===== src/rtl/ahb_led_ctrl.sv =====
// ahb_led_ctrl: AHB-Lite slave driving led_out from a static pattern gated by a prescaled blink timer
// Ports: clk; reset (async, active-low); AHB-Lite slave HSEL/HADDR/HTRANS/HWRITE/HWDATA/HREADY in,
//        HRDATA/HREADYOUT/HRESP out; led_out registered LED drive.
// Map: 0x0 DATA, 0x4 BLINK, 0x8 PRESCALE, 0xC STATUS {cnt, 15'b0, phase} (read-only).
module ahb_led_ctrl #(
  parameter int LED_W = 8,
  parameter logic [15:0] PRESC_RST = 16'd49,
  parameter logic [7:0] LED_RST = 8'h00
) (
  input  logic             clk,
  input  logic             reset,
  input  logic             HSEL,
  input  logic [31:0]      HADDR,
  input  logic [1:0]       HTRANS,
  input  logic             HWRITE,
  input  logic [31:0]      HWDATA,
  input  logic             HREADY,
  output logic [31:0]      HRDATA,
  output logic             HREADYOUT,
  output logic             HRESP,
  output logic [LED_W-1:0] led_out
);
  localparam logic [31:0] LED_RST_X = 32'(LED_RST);
  localparam logic [LED_W-1:0] LED_INIT = LED_RST_X[LED_W-1:0];
  logic [1:0] addr_q;
  logic write_q, valid_q, phase_q;
  logic [LED_W-1:0] data_q, blink_q;
  logic [15:0] presc_q, cnt_q;
  logic wr, unused_ok;
  assign HREADYOUT = 1'b1;
  assign HRESP = 1'b0;
  assign wr = valid_q & write_q & HREADY;
  assign unused_ok = &{1'b0, HADDR[31:4], HADDR[1:0], HTRANS[0], HWDATA};
  always_ff @(posedge clk or negedge reset)
    if (!reset) begin
      addr_q <= '0;
      write_q <= 1'b0;
      valid_q <= 1'b0;
    end else if (HREADY) begin
      addr_q <= HADDR[3:2];
      write_q <= HWRITE;
      valid_q <= HSEL & HTRANS[1];
    end
  always_ff @(posedge clk or negedge reset)
    if (!reset) begin
      data_q <= LED_INIT;
      blink_q <= '0;
      presc_q <= PRESC_RST;
    end else if (wr) begin
      if (addr_q == 2'd0) data_q <= HWDATA[LED_W-1:0];
      if (addr_q == 2'd1) blink_q <= HWDATA[LED_W-1:0];
      if (addr_q == 2'd2) presc_q <= HWDATA[15:0];
    end
  // a PRESCALE write restarts the blink cycle, taking priority over a wrap
  always_ff @(posedge clk or negedge reset)
    if (!reset) begin
      cnt_q <= '0;
      phase_q <= 1'b0;
    end else if (wr && addr_q == 2'd2) begin
      cnt_q <= '0;
      phase_q <= 1'b0;
    end else if (cnt_q == presc_q) begin
      cnt_q <= '0;
      phase_q <= ~phase_q;
    end else begin
      cnt_q <= cnt_q + 16'd1;
    end
  always_ff @(posedge clk or negedge reset)
    if (!reset) led_out <= LED_INIT;
    else led_out <= data_q & ~(blink_q & {LED_W{phase_q}});
  always_comb begin
    HRDATA = '0;
    if (valid_q && !write_q)
      HRDATA = addr_q == 2'd0 ? 32'(data_q) :
               addr_q == 2'd1 ? 32'(blink_q) :
               addr_q == 2'd2 ? {16'b0, presc_q} : {cnt_q, 15'b0, phase_q};
  end
endmodule

===== config.mk =====
export PLATFORM = sky130hd
export DESIGN_NAME = ahb_led_ctrl
export DESIGN_NICKNAME = d
export VERILOG_FILES = /design/src/rtl/ahb_led_ctrl.sv
export SDC_FILE = /design/constraint.sdc
export NUM_CORES = 1
export LEC_CHECK = 0
export BUFFER_PORTS_ARGS = -buffer_cell sky130_fd_sc_hd__buf_2
export CAP_MARGIN = 0
export CORE_MARGIN = 3
export CORE_UTILIZATION = 25
export DETAILED_ROUTE_END_ITERATION = 7
export GPL_ROUTABILITY_DRIVEN = 0
export HOLD_SLACK_MARGIN = 0.06
export PLACE_DENSITY = 0.5
export SLEW_MARGIN = 25
export SYNTH_ARGS = -nofsm -noshare
export SYNTH_HDL_FRONTEND = slang
export SYNTH_SLANG_ARGS = --single-unit

===== constraint.sdc =====
create_clock -name clk -period 4.91 [get_ports clk]
set_clock_uncertainty 0.1 [all_clocks]
set_input_delay 1.473 -clock clk [delete_from_list [all_inputs] [get_ports clk]]
set_output_delay 1.473 -clock clk [all_outputs]
set_load 0.02 [all_outputs]

==> results_dict.tcl <==
set metrics [dict create \
    yosysSeqAreaShare_pct 49.4 \
    r2r_slack_ns 2.46 \
    critical_path.startpoint "write_q$_DFFE_PN0P_" \
    clock-sinks 61 \
    final_net_count 401 \
    endpoint_kind "primary output" \
    finalCritPeriodShare_pct 77.7 \
    yosysWarnings 0 \
    drt_first_pass_iters 4 \
    vdd_drop_max_mv 0.145 \
    cts_hold_buf 0 \
    critical_path.top_delay_family "simple AND/OR/NAND/NOR gates" \
    hold_class "reg -> reg" \
    start_kind "register" \
    diodes 0 \
    dieHeight_um 117 \
    synth_area_leaders "dfrtp_1 (47%), mux2_1 (11%), xnor2_1 (7.1%)" \
    postLayoutSetupSlackWorst_ns 1.10 \
    max-slew-margin-rel_pct 35.0 \
    dp_hpwl_mm 5.41 \
    r2r_cells 4 \
    syn_to_final_growth_pct 24.7 \
    synthArstFlopShare_pct 100 \
    synth-seq-cells 61 \
    slowest_stage "nor3b_1" \
    die-area_sq_um 13800 \
    hold_start "blink_q[1]$_DFFE_PN0P_" \
    cts_buffers 9 \
    setup_viol 0 \
    synth_edf_count 0 \
    wire_per_inst_um 14.7 \
    drive_gt1_share_pct 29.3 \
    drv_cap 0 \
    cts_resized 0 \
    synthCells 269 \
    leakagePower_nw 1.77 \
    cts_tree "yes" \
    cp_data_arrival_time_ns 2.24 \
    clkTransAtPathRegs_ns 0.05 \
    grt_pass1_vias 2267 \
    ys.flop_type "dfrtp_1" \
    netlist_area_sq_um 3100 \
    wirelength_mm 7.39 \
    io_buffers 63 \
    ioPinCount 113 \
    synth_top_cell_area_share_pct 46.8 \
    synth_most_common_cell "dfrtp_1" \
    crit_path_cell_trace "nand2b_1 > nor3b_1 > and2_1 > buf_2" \
    fin_setup_tns_ns 0 \
    synth_common_cells "dfrtp_1 (58), mux2_1 (29), xnor2_1 (25), and2_1 (23)" \
    fp.coreArea_sq_um 12100 \
    grt_pass1_wl_mm 12.3 \
    clk_latency_ns 0.33 \
    via_per_inst 4.26 \
    hold_viol 0 \
    syn_avg_cell_area_sq_um 11.5 \
    preCtsSetupSlack_ns 1.41 \
    die_x_um 117 \
    grt_max_degree 46 \
    r2r-end "phase_q$_DFFE_PN0P_" \
    critical_path_class "reg -> out" \
    initial_core_util_pct 25.7 \
    critPathRequiredTime_ns 3.34 \
    outcome "complete, no violations" \
    crit_cells 4 \
    clockBufferDepth 2 \
    cp_slowest_stage_delay_ns 0.76 \
    timing_max_transition_violations_final 0 \
    cp.buffers_inverters 1 \
    period_needed_ns 3.81 \
    row_count 40 \
    drtIter0Drc 77 \
    clockRootBuffer "clkbuf_16" \
    post-cts-setup-buffers 0 \
    antenna_left 0 \
    syn_nets 341 \
    synth.distinct_cells 37 \
    pwr_density_cell_nw_per_um2 515 \
    rr_startpoint "cnt_q[6]$_DFF_PN0_" \
    cp-endpoint "HRDATA[15]" \
    grt_util_all_layers_pct 11.3 \
    htreeDepth 3 \
    synth_top_area_cell "dfrtp_1" \
    num_vias 2140 \
    remaining_drc_errors 0 \
    worst_pin_slew_ns 0.967 \
    fmax_mhz 262 \
    cp_max_fo 9 \
    antenna_found_initial 0 \
    grt_overflow 0 \
    rsz0062_at_grt "no" \
]
[kinds of logic (layout without fill, tap and decap cells)]
family,after synthesis,in the layout,synth area share [%]
compound gates,18,18,3.79
simple gates,95,95,17.8
xor+xnor,29,29,8.20
flops,61,61,49.4
buf+inv,19,84,4.12
other cells,2,2,0.242
fa+ha+maj,1,1,0.404
mux,44,44,16.1
[state kept, by name, summed over array words and instances (netlist names)]
name and count:
valid_q 1, presc_q 16, cnt_q 16, write_q 1, led_out 8, data_q 8, addr_q 2, blink_q 8
phase_q 1
[where the power goes]
| group | leakage, nW | total, mW | internal (mW) | switching [mW] |
|---|---|---|---|---|
| Clock | 0.163 | 0.713 | 0.494 | 0.219 |
| Combinational | 0.834 | 0.418 | 0.221 | 0.196 |
| Sequential | 0.771 | 0.858 | 0.664 | 0.195 |
| Total | 1.77 | 1.99 | 1.38 | 0.610 |
[worst register-to-register path, stage by stage (launching register included)]
cell,delay (ns)
dfrtp_1,0.50
xnor2_1,0.23
nand4_1,0.20
nor4_4,0.89
mux2_2,0.41
[metrics by stage]
stage / utilization, % / cell area [sq um] / hold WS (ns) / total power [mW] / instances
after floorplan: - / 3100 / 0.343 / 1.16 / 269
final: 32.0 / 3860 / 0.385 / 1.99 / 502
after global placement: 29.3 / 3530 / 0.377 / 1.28 / 486
after CTS: 32.0 / 3860 / 0.396 / 2.01 / 502
after detailed placement: 29.3 / 3530 / 0.377 / 1.29 / 486
after global routing: 32.0 / 3860 / 0.412 / 2.11 / 502
[layout make-up]
class | count | area (sq um)
Fill cell | 1243 | 8200
Sequential cell | 61 | 1530
Multi-Input combinational cell | 189 | 1440
Timing Repair Buffer | 66 | 340
Clock buffer | 11 | 233
Tap cell | 168 | 210
Clock inverter | 5 | 100
Inverter | 2 | 7.51
[cell usage in the layout, fill, tap and decap left out, types with 3 or more instances in the layout]
cell type,synthesis,routed
dfstp_2,3,3
nand4_1,6,6
clkbuf_16,0,9
xor2_1,4,4
and2_1,23,23
nor3_1,17,17
a21boi_0,8,8
a21oi_1,7,7
mux2_1,29,29
nor2_1,17,17
dfrtp_1,58,58
nor4_1,4,4
buf_4,3,4
nor2b_1,4,3
nand2_1,6,6
buf_2,4,62
mux2i_1,7,7
xnor2_1,25,25
nand3_1,7,7
mux2_2,7,7
bufinv_16,0,3
[layer usage]
layer  share of wire [%]  up-vias  global-route usage [%]
met4                 1.9        0                    4.69
met5                   0        -                       0
li1                    -     1054                       -
met2                  47       44                    18.4
met3                 5.1       13                    3.81
met1                  46     1029                    13.9
[worst min-delay path by stage]
stage / end / slack, ns / cells past startpoint
final: led_out[1]$_DFF_PN0_ / 0.39 / 1
after CTS: led_out[1]$_DFF_PN0_ / 0.40 / 1
after global routing: led_out[2]$_DFF_PN0_ / 0.41 / 1
after floorplan: led_out[0]$_DFF_PN0_ / 0.34 / 1
after detailed placement: led_out[1]$_DFF_PN0_ / 0.38 / 1
after global placement: led_out[4]$_DFF_PN0_ / 0.38 / 1
Power figures use the tool's default switching activity.
